### config.mk
export PLATFORM = sky130hd
export DESIGN_NAME = riscv_load_unit_flat
export DESIGN_NICKNAME = d
export VERILOG_FILES = /design/src/rtl/riscv_load_unit_pkg.sv /design/src/rtl/riscv_load_unit_if.sv /design/src/rtl/riscv_load_unit_load_extend.sv /design/src/rtl/riscv_load_unit.sv /design/src/flat_wrapper.sv
export SDC_FILE = /design/constraint.sdc
export NUM_CORES = 1
export LEC_CHECK = 0
export ABC_AREA = 1
export CAP_MARGIN = 30
export CORE_MARGIN = 4
export CORE_UTILIZATION = 40
export DETAILED_ROUTE_END_ITERATION = 6
export GPL_TIMING_DRIVEN = 0
export PLACE_DENSITY = 0.7
export SYNTH_ARGS = -nofsm -noshare
export SYNTH_HDL_FRONTEND = slang
export SYNTH_HIERARCHICAL = 1
export SYNTH_SLANG_ARGS = --single-unit
### constraint.sdc
create_clock -name clk -period 15.4 [get_ports clk]
set_input_delay 2.31 -clock clk [delete_from_list [all_inputs] [get_ports clk]]
set_output_delay 2.31 -clock clk [all_outputs]
set_load 0.01 [all_outputs]
### src/rtl/riscv_load_unit_pkg.sv
// Shared load-path definitions: funct3 load encodings, FSM state encoding and
// small decode helpers used by the load unit and its extraction stage.
package riscv_load_unit_pkg;

   localparam logic [2:0] F3Lb  = 3'b000;
   localparam logic [2:0] F3Lh  = 3'b001;
   localparam logic [2:0] F3Lw  = 3'b010;
   localparam logic [2:0] F3Lbu = 3'b100;
   localparam logic [2:0] F3Lhu = 3'b101;

   typedef enum logic [1:0] {
      StIdle = 2'b00,
      StRd0  = 2'b01,
      StRd1  = 2'b10,
      StResp = 2'b11
   } state_e;

   function automatic logic is_legal(input logic [2:0] funct3);
      return (funct3 == F3Lb) || (funct3 == F3Lh) || (funct3 == F3Lw) ||
             (funct3 == F3Lbu) || (funct3 == F3Lhu);
   endfunction

   // A load needs a second word when its bytes run past the end of the first.
   function automatic logic needs_split(input logic [2:0] funct3, input logic [1:0] off);
      logic split;
      split = 1'b0;
      if ((funct3 == F3Lh) || (funct3 == F3Lhu)) begin
         split = (off == 2'd3);
      end else if (funct3 == F3Lw) begin
         split = (off != 2'd0);
      end
      return split;
   endfunction

endpackage

### src/rtl/riscv_load_unit_if.sv
// Load request, data-memory read and result signals of the load unit.
// slave: the load unit itself; master: datapath + data memory side.
interface riscv_load_unit_if #(
   parameter int unsigned ADDR_W = 32
);
   logic              ld_valid;
   logic              ld_ready;
   logic [ADDR_W-1:0] ld_addr;
   logic [2:0]        ld_funct3;
   logic [4:0]        ld_rd;

   logic              mem_req;
   logic [ADDR_W-1:0] mem_addr;
   logic              mem_ack;
   logic [31:0]       mem_rdata;

   logic              res_valid;
   logic [31:0]       res_data;
   logic [4:0]        res_rd;
   logic              res_err;

   modport slave (
      input  ld_valid, ld_addr, ld_funct3, ld_rd, mem_ack, mem_rdata,
      output ld_ready, mem_req, mem_addr, res_valid, res_data, res_rd, res_err
   );

   modport master (
      output ld_valid, ld_addr, ld_funct3, ld_rd, mem_ack, mem_rdata,
      input  ld_ready, mem_req, mem_addr, res_valid, res_data, res_rd, res_err
   );
endinterface

### src/rtl/riscv_load_unit_load_extend.sv
// load_extend stage: selects the addressed byte/half/word from the two-word
// window {w1, w0} and sign- or zero-extends it. Illegal funct3 yields 0.
module riscv_load_unit_load_extend
   import riscv_load_unit_pkg::*;
(
   input  logic [63:0] words,
   input  logic [1:0]  off,
   input  logic [2:0]  funct3,
   output logic [31:0] result
);

   logic [31:0] v;

   // Byte-granular right shift of the little-endian window by the offset.
   always_comb begin
      v = words[{1'b0, off, 3'b000} +: 32];
   end

   // Width select and extension.
   always_comb begin
      result = 32'h0;
      unique case (funct3)
         F3Lb:    result = {{24{v[7]}}, v[7:0]};
         F3Lh:    result = {{16{v[15]}}, v[15:0]};
         F3Lw:    result = v;
         F3Lbu:   result = {24'h0, v[7:0]};
         F3Lhu:   result = {16'h0, v[15:0]};
         default: result = 32'h0;
      endcase
   end

endmodule

### src/rtl/riscv_load_unit.sv
// Multi-cycle load unit: accepts one load, reads one or two aligned words
// over a req/ack port, returns the extended value with its rd tag.
// ADDR_W must match the ADDR_W of the connected interface instance.
module riscv_load_unit
   import riscv_load_unit_pkg::*;
#(
   parameter int unsigned ADDR_W = 32
) (
   input logic              clk,
   input logic              rst,
   riscv_load_unit_if.slave bus
);

   state_e            state_q, state_d;
   logic [1:0]        off_q, off_d;
   logic [ADDR_W-1:0] base_q, base_d;
   logic [2:0]        funct3_q, funct3_d;
   logic [4:0]        rd_q, rd_d;
   logic [31:0]       w0_q, w0_d;
   logic [31:0]       w1_q, w1_d;
   logic              mem_req_q, mem_req_d;
   logic [ADDR_W-1:0] mem_addr_q, mem_addr_d;
   logic              res_valid_q, res_valid_d;
   logic [31:0]       res_data_q, res_data_d;
   logic [4:0]        res_rd_q, res_rd_d;
   logic              res_err_q, res_err_d;

   logic [31:0]       ext_w0, ext_w1, ext_result;

   // Feed the extractor with the word arriving this cycle so the result can be
   // registered on the same edge that ends the read.
   always_comb begin
      ext_w0 = (state_q == StRd0) ? bus.mem_rdata : w0_q;
      ext_w1 = (state_q == StRd1) ? bus.mem_rdata : w1_q;
   end

   riscv_load_unit_load_extend u_load_extend (
      .words  ({ext_w1, ext_w0}),
      .off    (off_q),
      .funct3 (funct3_q),
      .result (ext_result)
   );

   // Next-state and registered-output logic.
   always_comb begin
      state_d     = state_q;
      off_d       = off_q;
      base_d      = base_q;
      funct3_d    = funct3_q;
      rd_d        = rd_q;
      w0_d        = w0_q;
      w1_d        = w1_q;
      mem_req_d   = mem_req_q;
      mem_addr_d  = mem_addr_q;
      res_valid_d = 1'b0;
      res_data_d  = res_data_q;
      res_rd_d    = res_rd_q;
      res_err_d   = res_err_q;

      unique case (state_q)
         StIdle: begin
            if (bus.ld_valid) begin
               off_d    = bus.ld_addr[1:0];
               base_d   = {bus.ld_addr[ADDR_W-1:2], 2'b00};
               funct3_d = bus.ld_funct3;
               rd_d     = bus.ld_rd;
               w0_d     = 32'h0;
               w1_d     = 32'h0;  // non-split loads see zero above w0
               if (is_legal(bus.ld_funct3)) begin
                  state_d    = StRd0;
                  mem_req_d  = 1'b1;
                  mem_addr_d = {bus.ld_addr[ADDR_W-1:2], 2'b00};
               end else begin
                  state_d     = StResp;
                  res_valid_d = 1'b1;
                  res_data_d  = 32'h0;
                  res_rd_d    = bus.ld_rd;
                  res_err_d   = 1'b1;
               end
            end
         end
         StRd0: begin
            if (bus.mem_ack) begin
               w0_d = bus.mem_rdata;
               if (needs_split(funct3_q, off_q)) begin
                  state_d    = StRd1;
                  mem_addr_d = base_q + ADDR_W'(4);  // wraps at the top of memory
               end else begin
                  state_d     = StResp;
                  mem_req_d   = 1'b0;
                  res_valid_d = 1'b1;
                  res_data_d  = ext_result;
                  res_rd_d    = rd_q;
                  res_err_d   = 1'b0;
               end
            end
         end
         StRd1: begin
            if (bus.mem_ack) begin
               w1_d        = bus.mem_rdata;
               state_d     = StResp;
               mem_req_d   = 1'b0;
               res_valid_d = 1'b1;
               res_data_d  = ext_result;
               res_rd_d    = rd_q;
               res_err_d   = 1'b0;
            end
         end
         StResp: begin
            state_d = StIdle;
         end
         default: begin
            state_d = StIdle;
         end
      endcase
   end

   // State and output registers; reset abandons any load in flight.
   always_ff @(posedge clk or posedge rst) begin
      if (rst) begin
         state_q     <= StIdle;
         off_q       <= 2'd0;
         base_q      <= '0;
         funct3_q    <= 3'd0;
         rd_q        <= 5'd0;
         w0_q        <= 32'h0;
         w1_q        <= 32'h0;
         mem_req_q   <= 1'b0;
         mem_addr_q  <= '0;
         res_valid_q <= 1'b0;
         res_data_q  <= 32'h0;
         res_rd_q    <= 5'd0;
         res_err_q   <= 1'b0;
      end else begin
         state_q     <= state_d;
         off_q       <= off_d;
         base_q      <= base_d;
         funct3_q    <= funct3_d;
         rd_q        <= rd_d;
         w0_q        <= w0_d;
         w1_q        <= w1_d;
         mem_req_q   <= mem_req_d;
         mem_addr_q  <= mem_addr_d;
         res_valid_q <= res_valid_d;
         res_data_q  <= res_data_d;
         res_rd_q    <= res_rd_d;
         res_err_q   <= res_err_d;
      end
   end

   assign bus.ld_ready  = (state_q == StIdle);
   assign bus.mem_req   = mem_req_q;
   assign bus.mem_addr  = mem_addr_q;
   assign bus.res_valid = res_valid_q;
   assign bus.res_data  = res_data_q;
   assign bus.res_rd    = res_rd_q;
   assign bus.res_err   = res_err_q;

endmodule

### src/flat_wrapper.sv
// flat-port wrapper written by rule: the top's interface ports become plain ports
module riscv_load_unit_flat import riscv_load_unit_pkg::*;
#(
   parameter int unsigned ADDR_W = 32
)
  (clk, rst, bus_ld_valid, bus_ld_addr, bus_ld_funct3, bus_ld_rd, bus_mem_ack, bus_mem_rdata, bus_ld_ready, bus_mem_req, bus_mem_addr, bus_res_valid, bus_res_data, bus_res_rd, bus_res_err);
  riscv_load_unit_if #(.ADDR_W(ADDR_W)) bus_i ();
  input logic clk;
  input logic rst;
  input wire logic [$bits(bus_i.ld_valid)-1:0] bus_ld_valid;
  input wire logic [$bits(bus_i.ld_addr)-1:0] bus_ld_addr;
  input wire logic [$bits(bus_i.ld_funct3)-1:0] bus_ld_funct3;
  input wire logic [$bits(bus_i.ld_rd)-1:0] bus_ld_rd;
  input wire logic [$bits(bus_i.mem_ack)-1:0] bus_mem_ack;
  input wire logic [$bits(bus_i.mem_rdata)-1:0] bus_mem_rdata;
  output wire logic [$bits(bus_i.ld_ready)-1:0] bus_ld_ready;
  output wire logic [$bits(bus_i.mem_req)-1:0] bus_mem_req;
  output wire logic [$bits(bus_i.mem_addr)-1:0] bus_mem_addr;
  output wire logic [$bits(bus_i.res_valid)-1:0] bus_res_valid;
  output wire logic [$bits(bus_i.res_data)-1:0] bus_res_data;
  output wire logic [$bits(bus_i.res_rd)-1:0] bus_res_rd;
  output wire logic [$bits(bus_i.res_err)-1:0] bus_res_err;
  assign bus_i.ld_valid = bus_ld_valid;
  assign bus_i.ld_addr = bus_ld_addr;
  assign bus_i.ld_funct3 = bus_ld_funct3;
  assign bus_i.ld_rd = bus_ld_rd;
  assign bus_i.mem_ack = bus_mem_ack;
  assign bus_i.mem_rdata = bus_mem_rdata;
  assign bus_ld_ready = bus_i.ld_ready;
  assign bus_mem_req = bus_i.mem_req;
  assign bus_mem_addr = bus_i.mem_addr;
  assign bus_res_valid = bus_i.res_valid;
  assign bus_res_data = bus_i.res_data;
  assign bus_res_rd = bus_i.res_rd;
  assign bus_res_err = bus_i.res_err;
  riscv_load_unit #(.ADDR_W(ADDR_W)) u_core (.clk(clk), .rst(rst), .bus(bus_i));
endmodule
==> flow_metrics.py <==
metrics = {
    "hold_path": {
        "min_from": "u_core/bus.mem_addr[24]$_DFFE_PP0P_",
        "min_delay_path_depth": 2,
        "min_path_type": "flop to flop",
    },
    "yosys": {
        "synth_area_mm2": 0.00987,
        "synth_warnings": 6,
        "syn_avg_cell_area_um2": 6.72,
        "syn_inst": 1468,
    },
    "sta": {
        "relSlewSlack_pct": 57.0,
        "setup_viol": 0,
        "layout_min_cycle_time_ns": 4.20,
        "fmax_ghz": 0.238,
        "worst_pin_slew_ns": 0.644,
        "setup_ws_ns": 11.20,
        "setup_tns_ns": 0,
        "rsz0062_at_grt": "no",
        "post-route-period-util_pct": 27.3,
        "hold_viol_final": 0,
        "skew_ns": 0.0125,
        "maxSlewViolCount": 0,
    },
    "drt": {
        "drtIter0Drc": 953,
        "via_per_inst": 5.14,
        "vias": 10100,
        "dr.pass1.iters": 6,
        "ant_nets": 0,
        "route.detailed.drc": 0,
        "met2WireLength_um": 15000,
        "wl_met3_um": 2210,
        "wl_per_cell_um": 16.8,
        "drt-met1-wl_um": 15200,
        "maxUsedRoutingLayer": "met4",
        "totalWireLength_um": 33200,
    },
    "placement": {
        "port_buffers": 146,
        "place_inst": 1940,
        "pre_cts_ws_ns": 11.18,
        "routabilityCongestion": 0.928,
        "hpwl_um": 25500,
    },
    "cts": {
        "cts_buffers": 17,
        "cts_setup_buffers": 0,
        "cts_tree": "done",
        "postCtsResizedCells": 0,
        "root_buffer": "clkbuf_16",
        "path_clk_slew_ns": 0.07,
        "clock_sink_count": 168,
        "hold_buffers": 0,
        "clk_path_buf_depth": 2,
        "h-tree-depth": 4,
        "clock_latency_ns": 0.44,
    },
    "outcome": {
        "status": "complete, no violations",
    },
    "power_and_ir_drop": {
        "max-vdd-ir-drop_mv": 0.0919,
        "p_leak_nw": 6.05,
        "power.density_mw_per_mm2": 233,
        "power_mw": 2.88,
    },
    "setup_path": {
        "cp.required_ns": 13.09,
        "cpPeakStageDelay_ns": 0.62,
        "crit_slowest_cell": "clkdlybuf4s50_1",
        "r2r-start": "u_core/state_q[1]$_DFFE_PP0P_",
        "worstPathArrival_ns": 1.89,
        "worstSetupEndpointType": "primary output",
        "reg2reg_depth": 14,
        "startpoint_type": "flop",
        "critPathLaunch": "u_core/state_q[0]$_DFFE_PP0P_",
        "crit_chain": "inv_1, ha_1, clkdlybuf4s50_1",
        "critPathMaxFanout": 6,
        "setup.worst_path.class": "flop to primary output",
    },
    "grt": {
        "grt_pass1_vias": 9607,
        "grt_usage_pct": 24.7,
        "antenna_found_initial": 0,
        "grt_max_degree": 107,
        "grt_first_pass_wirelength_um": 52300,
        "gr-total-overflow": 0,
    },
    "final_layout": {
        "antenna_cells": 0,
        "final-instance-count-excl-fill": 1972,
        "syn2layout_area_growth_pct": 25.0,
        "drive_above_1_share_pct": 6.86,
        "layout_commonest_cell": "nand2_1",
        "fillers": 2481,
        "final_cell_mix": "nand2_1, dfrtp_1, clkdlybuf4s50_1",
        "nets": 1716,
    },
    "floorplan": {
        "core_area_mm2": 0.0243,
        "ioPinCount": 149,
        "dieArea_mm2": 0.0272,
        "die_y_um": 165,
        "rows": 57,
        "start_util_pct": 40.6,
        "die_w_um": 165,
    },
    "job": {
        "cap_violations": 0,
    },
}
worst paths after layout:
| check | endpoint | slack (ns) |
|---|---|---|
| max in group asynchronous | u_core/bus.res_data[4]$_DFFE_PP0P_ | 12.20 |
| max reg2reg | u_core/bus.res_data[30]$_DFFE_PP0P_ | 12.32 |
| min reg2reg | u_core/bus.mem_addr[24]$_DFFE_PP0P_ | 0.48 |
| min in group asynchronous | u_core/w1_q[2]$_DFFE_PP0P_ | 2.30 |
| max | bus_ld_ready | 11.20 |
| min | u_core/bus.mem_addr[24]$_DFFE_PP0P_ | 0.48 |
worst max-delay path: cells and delay by family, from the launching register on:
kind / cells / cell delay [ns]
buffers and inverters: 2 / 0.73
flip-flops: 1 / 0.42
adder cells (fa/ha/maj): 1 / 0.31
through the flow:
stage                     instance area, µm²  util [%]  hold WS (ns)
after CTS                              12300      50.7         0.484
after global placement                 11700      48.3         0.462
after detailed placement               11800      48.4         0.466
final                                  12300      50.7         0.481
after floorplan                         9870         -         0.448
after global routing                   12300      50.7         0.492
power breakdown:
group	total (mW)	switching [mW]	leakage (nW)	internal (mW)
clock network	0.418	0.198	0.275	0.220
registers	0.770	0.133	2.14	0.637
logic	1.69	1.09	3.64	0.596
area by class of cell:
| class | count | area, µm² | share of cell area (%) |
|---|---|---|---|
| timing repair buffer | 147 | 1490 | 12.1 |
| multi-input combinational | 1121 | 4800 | 38.9 |
| inverter | 98 | 380 | 3.08 |
| clock inverter | 13 | 113 | 0.913 |
| tap | 324 | 405 | 3.29 |
| clock buffer | 19 | 453 | 3.67 |
| buffer | 82 | 489 | 3.97 |
| sequential | 168 | 4200 | 34.1 |
sequential cells by signal (all words and copies together) (netlist names):
signal,count
u_core/bus.res_data,32
u_core/w0_q,32
u_core/base_q,30
u_core/bus.mem_addr,30
u_core/w1_q,24
u_core/bus.res_rd,5
u_core/rd_q,5
u_core/funct3_q,3
u_core/off_q,2
u_core/state_q,2
u_core/bus.mem_req,1
u_core/bus.res_err,1
u_core/bus.res_valid,1
routing by layer:
| metal | GRT usage [%] | up-vias |
|---|---|---|
| li1 | - | 4907 |
| met1 | 36.2 | 4794 |
| met3 | 3.72 | 44 |
| met5 | 0 | - |
| met2 | 37.9 | 395 |
| met4 | 7.60 | 0 |
No activity file was read; power rests on OpenSTA's default activity.
